<file path="config.mk">
export PLATFORM = sky130hd
export DESIGN_NAME = rst_seq_flat
export DESIGN_NICKNAME = d
export VERILOG_FILES = /design/src/rtl/rst_seq_pkg.sv /design/src/rtl/rst_seq_if.sv /design/src/rtl/rst_seq_sync_debounce.sv /design/src/rtl/rst_seq.sv /design/src/flat_wrapper.sv
export SDC_FILE = /design/constraint.sdc
export NUM_CORES = 1
export LEC_CHECK = 0
export CELL_PAD_IN_SITES_DETAIL_PLACEMENT = 0
export CELL_PAD_IN_SITES_GLOBAL_PLACEMENT = 1
export CORE_MARGIN = 2
export CORE_UTILIZATION = 47
export CTS_BUF_LIST = sky130_fd_sc_hd__clkbuf_2
export DETAILED_ROUTE_END_ITERATION = 12
export PLACE_DENSITY_LB_ADDON = 0.1
export SYNTH_ARGS = -nofsm -noshare
export SYNTH_HDL_FRONTEND = slang
export SYNTH_SLANG_ARGS = --single-unit
</file>
<file path="constraint.sdc">
create_clock -name clk_i -period 2.3 [get_ports clk_i]
set_input_delay 0.69 -clock clk_i [delete_from_list [all_inputs] [get_ports clk_i]]
set_output_delay 0.69 -clock clk_i [all_outputs]
set_load 0.05 [all_outputs]
</file>
<file path="src/rtl/rst_seq_pkg.sv">
// rst_seq shared types: sequencer states, reset cause codes
// and a small helper for sizing the shared cycle counter.
package rst_seq_pkg;

  typedef enum logic [2:0] {
    ASSERT,
    WAIT_LOCK,
    STAB,
    REL_PERIPH,
    RUN
  } state_e;

  localparam logic [1:0] CAUSE_POR = 2'b00;
  localparam logic [1:0] CAUSE_BTN = 2'b01;
  localparam logic [1:0] CAUSE_PLL = 2'b10;
  localparam logic [1:0] CAUSE_SW  = 2'b11;

  function automatic int max3(
    input int a,
    input int b,
    input int c
  );
    int m;
    m = (a > b) ? a : b;
    return (m > c) ? m : c;
  endfunction

endpackage

</file>
<file path="src/rtl/rst_seq_if.sv">
// Board-side conditioning inputs and SoC reset outputs
// of the reset sequencer, bundled for the top-level port.
interface rst_seq_if;
  logic       pll_locked_i;
  logic       btn_rst_n_i;
  logic       sw_rst_req_i;
  logic       periph_rst_o;
  logic       cpu_rst_o;
  logic [1:0] rst_cause_o;
  logic       run_o;

  modport master (
    output pll_locked_i,
    output btn_rst_n_i,
    output sw_rst_req_i,
    input  periph_rst_o,
    input  cpu_rst_o,
    input  rst_cause_o,
    input  run_o
  );

  modport slave (
    input  pll_locked_i,
    input  btn_rst_n_i,
    input  sw_rst_req_i,
    output periph_rst_o,
    output cpu_rst_o,
    output rst_cause_o,
    output run_o
  );
endinterface

</file>
<file path="src/rtl/rst_seq_sync_debounce.sv">
// Multi-flop synchronizer with an optional level debouncer.
// DEBOUNCE_CYC <= 1 passes the synchronized level straight through.
module rst_seq_sync_debounce #(
  parameter int   SYNC_STAGES  = 2,
  parameter int   DEBOUNCE_CYC = 1,
  parameter logic RST_VAL      = 1'b0
) (
  input  logic clk_i,
  input  logic rst_i,
  input  logic async_i,
  output logic level_o
);

  localparam int CW = $clog2(DEBOUNCE_CYC) + 1;
  localparam logic [CW-1:0] DB_T = CW'(DEBOUNCE_CYC - 1);

  logic [SYNC_STAGES-1:0] chain;
  logic                   synced;
  logic [CW-1:0]          cnt;
  logic                   state;

  assign synced = chain[SYNC_STAGES-1];

  always_ff @(posedge clk_i) begin
    if (rst_i) begin
      chain <= '0;
    end else begin
      chain <= {chain[SYNC_STAGES-2:0], async_i};
    end
  end

  // Accept a new level only after DEBOUNCE_CYC back-to-back
  // disagreeing samples; any agreeing sample restarts the run.
  always_ff @(posedge clk_i) begin
    if (rst_i) begin
      state <= RST_VAL;
      cnt   <= '0;
    end else if (synced == state) begin
      cnt <= '0;
    end else if (cnt == DB_T) begin
      state <= synced;
      cnt   <= '0;
    end else begin
      cnt <= cnt + CW'(1);
    end
  end

  assign level_o = (DEBOUNCE_CYC <= 1) ? synced : state;

endmodule

</file>
<file path="src/rtl/rst_seq.sv">
// Reset sequencer: holds the SoC in reset until PLL lock is stable,
// releases peripherals then CPU, and records why it last re-entered reset.
module rst_seq
  import rst_seq_pkg::*;
#(
  parameter int SYNC_STAGES       = 2,
  parameter int DEBOUNCE_CYC      = 80000,
  parameter int LOCK_STABLE_CYC   = 1024,
  parameter int MIN_ASSERT_CYC    = 16,
  parameter int PERIPH_TO_CPU_CYC = 8
) (
  input logic      clk_i,
  input logic      rst_i,
  rst_seq_if.slave bus
);

  localparam int MAXC = max3(LOCK_STABLE_CYC, MIN_ASSERT_CYC,
                             PERIPH_TO_CPU_CYC);
  localparam int CW   = $clog2(MAXC) + 1;

  localparam logic [CW-1:0] MA_T = CW'(MIN_ASSERT_CYC - 1);
  localparam logic [CW-1:0] LS_T = CW'(LOCK_STABLE_CYC - 1);
  localparam logic [CW-1:0] PC_T = CW'(PERIPH_TO_CPU_CYC - 1);

  if (SYNC_STAGES < 2 || DEBOUNCE_CYC < 1 || LOCK_STABLE_CYC < 1 ||
      MIN_ASSERT_CYC < 1 || PERIPH_TO_CPU_CYC < 1) begin : g_param_chk
    $error("rst_seq: stage count >= 2 and cycle counts >= 1 required");
  end

  logic lock_s;
  logic btn_s;
  logic lock_lost;
  logic btn_press;

  rst_seq_sync_debounce #(
    .SYNC_STAGES (SYNC_STAGES),
    .DEBOUNCE_CYC(1),
    .RST_VAL     (1'b0)
  ) u_lock_sync (
    .clk_i  (clk_i),
    .rst_i  (rst_i),
    .async_i(bus.pll_locked_i),
    .level_o(lock_s)
  );

  rst_seq_sync_debounce #(
    .SYNC_STAGES (SYNC_STAGES),
    .DEBOUNCE_CYC(DEBOUNCE_CYC),
    .RST_VAL     (1'b1)
  ) u_btn_db (
    .clk_i  (clk_i),
    .rst_i  (rst_i),
    .async_i(bus.btn_rst_n_i),
    .level_o(btn_s)
  );

  assign lock_lost = !lock_s;
  assign btn_press = !btn_s;

  state_e        state, state_n;
  logic [CW-1:0] cnt, cnt_n;
  logic [1:0]    cause, cause_n;
  logic          periph_q, cpu_q, run_q;

  logic       exit_req;
  logic [1:0] exit_cause;

  // Exit sources in priority order; sw request only counts in RUN.
  always_comb begin
    exit_req   = 1'b0;
    exit_cause = cause;
    priority case (1'b1)
      lock_lost: begin
        exit_req   = 1'b1;
        exit_cause = CAUSE_PLL;
      end
      btn_press: begin
        exit_req   = 1'b1;
        exit_cause = CAUSE_BTN;
      end
      (bus.sw_rst_req_i && state == RUN): begin
        exit_req   = 1'b1;
        exit_cause = CAUSE_SW;
      end
      default: ;
    endcase
  end

  always_comb begin
    state_n = state;
    cnt_n   = cnt;
    cause_n = cause;
    unique case (state)
      ASSERT: begin
        if (cnt != MA_T) begin
          cnt_n = cnt + CW'(1);
        end else if (!btn_press) begin
          state_n = WAIT_LOCK;
          cnt_n   = '0;
        end
      end
      WAIT_LOCK: begin
        cnt_n = '0;
        if (btn_press) begin
          state_n = ASSERT;
          cause_n = CAUSE_BTN;
        end else if (lock_s) begin
          state_n = STAB;
        end
      end
      STAB: begin
        if (lock_lost) begin
          state_n = WAIT_LOCK;
          cnt_n   = '0;
        end else if (cnt == LS_T) begin
          state_n = REL_PERIPH;
          cnt_n   = '0;
        end else begin
          cnt_n = cnt + CW'(1);
        end
      end
      REL_PERIPH: begin
        if (exit_req) begin
          state_n = ASSERT;
          cnt_n   = '0;
          cause_n = exit_cause;
        end else if (cnt == PC_T) begin
          state_n = RUN;
          cnt_n   = '0;
        end else begin
          cnt_n = cnt + CW'(1);
        end
      end
      RUN: begin
        cnt_n = '0;
        if (exit_req) begin
          state_n = ASSERT;
          cause_n = exit_cause;
        end
      end
      default: begin
        state_n = ASSERT;
        cnt_n   = '0;
      end
    endcase
  end

  // Outputs come from the next state so they change on the decision edge.
  always_ff @(posedge clk_i) begin
    if (rst_i) begin
      state    <= ASSERT;
      cnt      <= '0;
      cause    <= CAUSE_POR;
      periph_q <= 1'b1;
      cpu_q    <= 1'b1;
      run_q    <= 1'b0;
    end else begin
      state    <= state_n;
      cnt      <= cnt_n;
      cause    <= cause_n;
      periph_q <= state_n inside {ASSERT, WAIT_LOCK, STAB};
      cpu_q    <= (state_n != RUN);
      run_q    <= (state_n == RUN);
    end
  end

  assign bus.periph_rst_o = periph_q;
  assign bus.cpu_rst_o    = cpu_q;
  assign bus.rst_cause_o  = cause;
  assign bus.run_o        = run_q;

endmodule

</file>
<file path="src/flat_wrapper.sv">
// flat-port wrapper written by rule: the top's interface ports become plain ports
module rst_seq_flat import rst_seq_pkg::*;
#(
  parameter int SYNC_STAGES       = 2,
  parameter int DEBOUNCE_CYC      = 80000,
  parameter int LOCK_STABLE_CYC   = 1024,
  parameter int MIN_ASSERT_CYC    = 16,
  parameter int PERIPH_TO_CPU_CYC = 8
)
  (clk_i, rst_i, bus_pll_locked_i, bus_btn_rst_n_i, bus_sw_rst_req_i, bus_periph_rst_o, bus_cpu_rst_o, bus_rst_cause_o, bus_run_o);
  rst_seq_if bus_i ();
  input logic clk_i;
  input logic rst_i;
  input wire logic [$bits(bus_i.pll_locked_i)-1:0] bus_pll_locked_i;
  input wire logic [$bits(bus_i.btn_rst_n_i)-1:0] bus_btn_rst_n_i;
  input wire logic [$bits(bus_i.sw_rst_req_i)-1:0] bus_sw_rst_req_i;
  output wire logic [$bits(bus_i.periph_rst_o)-1:0] bus_periph_rst_o;
  output wire logic [$bits(bus_i.cpu_rst_o)-1:0] bus_cpu_rst_o;
  output wire logic [$bits(bus_i.rst_cause_o)-1:0] bus_rst_cause_o;
  output wire logic [$bits(bus_i.run_o)-1:0] bus_run_o;
  assign bus_i.pll_locked_i = bus_pll_locked_i;
  assign bus_i.btn_rst_n_i = bus_btn_rst_n_i;
  assign bus_i.sw_rst_req_i = bus_sw_rst_req_i;
  assign bus_periph_rst_o = bus_i.periph_rst_o;
  assign bus_cpu_rst_o = bus_i.cpu_rst_o;
  assign bus_rst_cause_o = bus_i.rst_cause_o;
  assign bus_run_o = bus_i.run_o;
  rst_seq #(.SYNC_STAGES(SYNC_STAGES), .DEBOUNCE_CYC(DEBOUNCE_CYC), .LOCK_STABLE_CYC(LOCK_STABLE_CYC), .MIN_ASSERT_CYC(MIN_ASSERT_CYC), .PERIPH_TO_CPU_CYC(PERIPH_TO_CPU_CYC)) u_core (.clk_i(clk_i), .rst_i(rst_i), .bus(bus_i));
endmodule
</file>
==> flow_metrics.py <==
metrics = {
    "power_and_ir_drop": {
        "finalPower_mw": 1.23,
        "power_density_nw_per_um2": 581,
        "power_leakage_nw": 0.762,
        "peakVddDrop_v": 0.000411,
    },
    "layout": {
        "layoutNonFillerInstCount": 283,
        "multi_input_area_sq_um": 973,
        "drive_gt1_share_pct": 6.87,
        "postLayoutCoreUtil_pct": 53.1,
        "nets": 239,
        "seqCellArea_sq_um": 841,
        "fill_cells": 392,
        "syn2layout_area_growth_pct": 10.2,
        "n_antenna_cell": 0,
    },
    "cts": {
        "clk_latency_ns": 0.41,
        "cts.htree.levels": 2,
        "cts_buffers": 5,
        "cts_max_path_buffers": 2,
        "cts-root-buf": "clkbuf_2",
        "post_cts_buffers": 0,
        "clkTransAtPathRegs_ns": 0.22,
        "clock-sinks": 42,
        "cts_tree": "built",
        "ctsHoldBuffers": 0,
    },
    "hold_path": {
        "hold_path_end": "u_core.u_lock_sync.chain[1]",
        "hold_class": "flip-flop to flip-flop",
        "min_from": "u_core.u_lock_sync.chain[0]",
        "min_path_cells": 1,
    },
    "synth": {
        "synthesis.area_sq_um": 1910,
        "synthCells": 221,
        "ys_seq_elements": 42,
        "synth_cell_types": 43,
        "syn_nets": 228,
        "ys.flop_type": "dfxtp_1",
        "syn_avg_cell_area_sq_um": 8.66,
        "synth_warnings": 0,
        "synthArstFlopShare_pct": 0,
        "seq_area_frac_synth_pct": 44.0,
        "synth_edf_count": 0,
    },
    "timing": {
        "min_period_ns": 2.11,
        "tightest_slew_ns": 0.514,
        "max_slew_margin_pct": 65.4,
        "hold_violations": 0,
        "drv_slew": 0,
        "finalSetupTns_ns": 0,
        "finalSetupViolations": 0,
        "rsz0062_at_grt": "false",
        "finClkSkew_ns": 0.0177,
        "period_share_pct": 91.8,
        "max_freq_mhz": 473,
    },
    "run_status": {
        "status": "completed",
    },
    "route": {
        "wl_per_cell_um": 13.0,
        "drc": 0,
        "drt_first_pass_iters": 4,
        "via_count": 1521,
        "drtIter0Drc": 65,
        "antenna_left": 0,
        "drt-vias-per-instance": 5.37,
        "routed_wl_um": 3690,
    },
    "setup_path": {
        "cp_max_fo": 10,
        "endpoint_kind": "flip-flop",
        "r2r-start": "u_core.cnt[0]",
        "reg2reg_depth": 6,
        "required_ns": 2.59,
        "crit_arrival_ns": 2.40,
        "worst-setup-path-type": "flip-flop to flip-flop",
        "rrSetupSlack_ns": 0.19,
        "start_kind": "flip-flop",
        "rr_endpoint": "u_core.cnt[0]",
    },
    "place": {
        "globalplace.congestion": 0.767,
        "hpwl_um": 2620,
        "port-buffer-count": 9,
        "place_inst": 275,
    },
    "floorplanning": {
        "die_x_um": 67.8,
        "die_y_um": 67.8,
        "core_sq_um": 3970,
        "ios": 10,
        "num_rows": 23,
        "initial_core_util_pct": 48.2,
        "die_area_sq_um": 4600,
    },
    "grt": {
        "overflow": 0,
        "antenna_found_initial": 0,
        "grt_pass1_wl_um": 6460,
        "grt_max_degree": 17,
        "grt_pass1_vias": 1488,
        "grtUsageTotal_pct": 18.6,
    },
    "flow_run": {
        "maxCapViolCount": 0,
    },
}
registers in the layout (all words and copies together), names as in the netlist:
register and count:
u_core.u_btn_db.cnt 18, u_core.u_lock_sync.chain 2, u_core.u_btn_db.level_o 1, u_core.bus.cpu_rst_o 1
u_core.bus.run_o 1, u_core.bus.rst_cause_o 2, u_core.u_btn_db.chain 2, u_core.bus.periph_rst_o 1
u_core.cnt 11, u_core.state 3
worst max-delay path, cell delays in order (launching register included):
cell and delay, ns:
dfxtp_1 0.44, ha_1 0.26, nand3_1 0.14, or4_1 0.53
o21ai_1 0.14, a2111o_1 0.39, mux2i_1 0.12
cells in the final DEF, fill, tap and decap left out, types with 3 or more instances in the layout:
cell type	count
xor2_1	11
buf_4	3
or3_1	3
xnor2_1	13
nand3_1	9
a31oi_1	3
clkbuf_2	5
nor4_1	4
o21ai_1	3
a21oi_1	7
inv_1	13
nand4_1	7
and3_1	3
dfxtp_1	42
nor2b_1	9
dlymetal6s2s_1	3
clkdlybuf4s50_1	4
nand2_1	13
nor3_1	8
nor2_1	33
how the worst max path moves through the flow:
stage / start / endpoint / slack (ns) / cells after the start
floorplan: u_core.cnt[0] / u_core.cnt[1] / 0.48 / 7
global placement: rst_i / u_core.cnt[1] / 0.21 / 3
detailed placement: rst_i / u_core.cnt[1] / 0.17 / 3
CTS: u_core.bus.periph_rst_o / bus_periph_rst_o / 0.02 / 1
global route: u_core.cnt[0] / u_core.cnt[0] / 0.04 / 6
finish: u_core.cnt[0] / u_core.cnt[0] / 0.19 / 6
where the power goes:
part,switching (mW),internal [mW]
clock,0.242,0.180
combinational,0.0257,0.0238
sequential,0.0118,0.741
total,0.280,0.946
what timing repair did:
item / 4_1_cts / 5_1_grt
gates resized for setup: 2 / 3
cloned: 0 / 0
endpoints found under the setup margin: 2 / 3
cell families (layout without fill, tap and decap cells):
logic type	count (synthesis)	in the layout	share of synthesized area, %
AND/OR/NAND/NOR	100	100	26.4
adder cells (fa/ha/maj)	2	2	1.31
XOR/XNOR	24	24	11.0
AO/OA/AOI/OAI	31	31	11.6
buffers and inverters	21	33	5.17
multiplexers	1	1	0.523
flip-flops	42	42	44.0
synth_stat cells (2+ instances only):
| library cell | count | area [sq um] |
|---|---|---|
| nor3_1 | 8 | 40.0 |
| and3_1 | 3 | 18.8 |
| or4_1 | 2 | 15.0 |
| clkbuf_1 | 4 | 15.0 |
| nor4_1 | 4 | 25.0 |
| nor2_1 | 33 | 124 |
| nor3b_1 | 2 | 15.0 |
| inv_1 | 13 | 48.8 |
| o21ai_0 | 2 | 10.0 |
| buf_6 | 2 | 22.5 |
| xor2_1 | 11 | 96.3 |
| nor2b_1 | 9 | 56.3 |
| a31oi_1 | 3 | 18.8 |
| nand2b_1 | 2 | 12.5 |
| xnor2_1 | 13 | 114 |
| a21oi_1 | 7 | 35.0 |
| or2_2 | 2 | 12.5 |
| or3_1 | 3 | 18.8 |
| a211o_1 | 2 | 17.5 |
| a211oi_1 | 2 | 15.0 |
| ha_1 | 2 | 25.0 |
| nand2_1 | 13 | 48.8 |
| dfxtp_1 | 42 | 841 |
| nand4_1 | 7 | 43.8 |
| a2bb2oi_1 | 2 | 17.5 |
| o21ai_1 | 3 | 15.0 |
| nand3_1 | 9 | 45.0 |
layout make-up:
class,count,area share (%)
tap,50,2.97
sequential,42,39.9
inverter,13,2.31
clock inverter,3,1.90
clock buffer,5,1.19
timing repair buffer,12,5.58
multi-input combinational,158,46.2
layer usage:
layer / global-route usage (%) / routed length, um / vias up
met4: 6.00 / 53 / 0
li1: - / - / 782
met5: 0 / 0 / -
met1: 23.6 / 1870 / 710
met3: 5.00 / 144 / 6
met2: 30.6 / 1620 / 23
stage by stage:
step | hold WS (ns) | setup slack (ns) | cell area [sq um]
finish | 0.461 | 0.188 | 2110
CTS | 0.457 | 0.0249 | 2100
global route | 0.459 | 0.0440 | 2110
global placement | 0.435 | 0.213 | 2040
detailed placement | 0.425 | 0.166 | 2040
floorplan | 0.414 | 0.476 | 1910
Power figures use the tool's default switching activity.
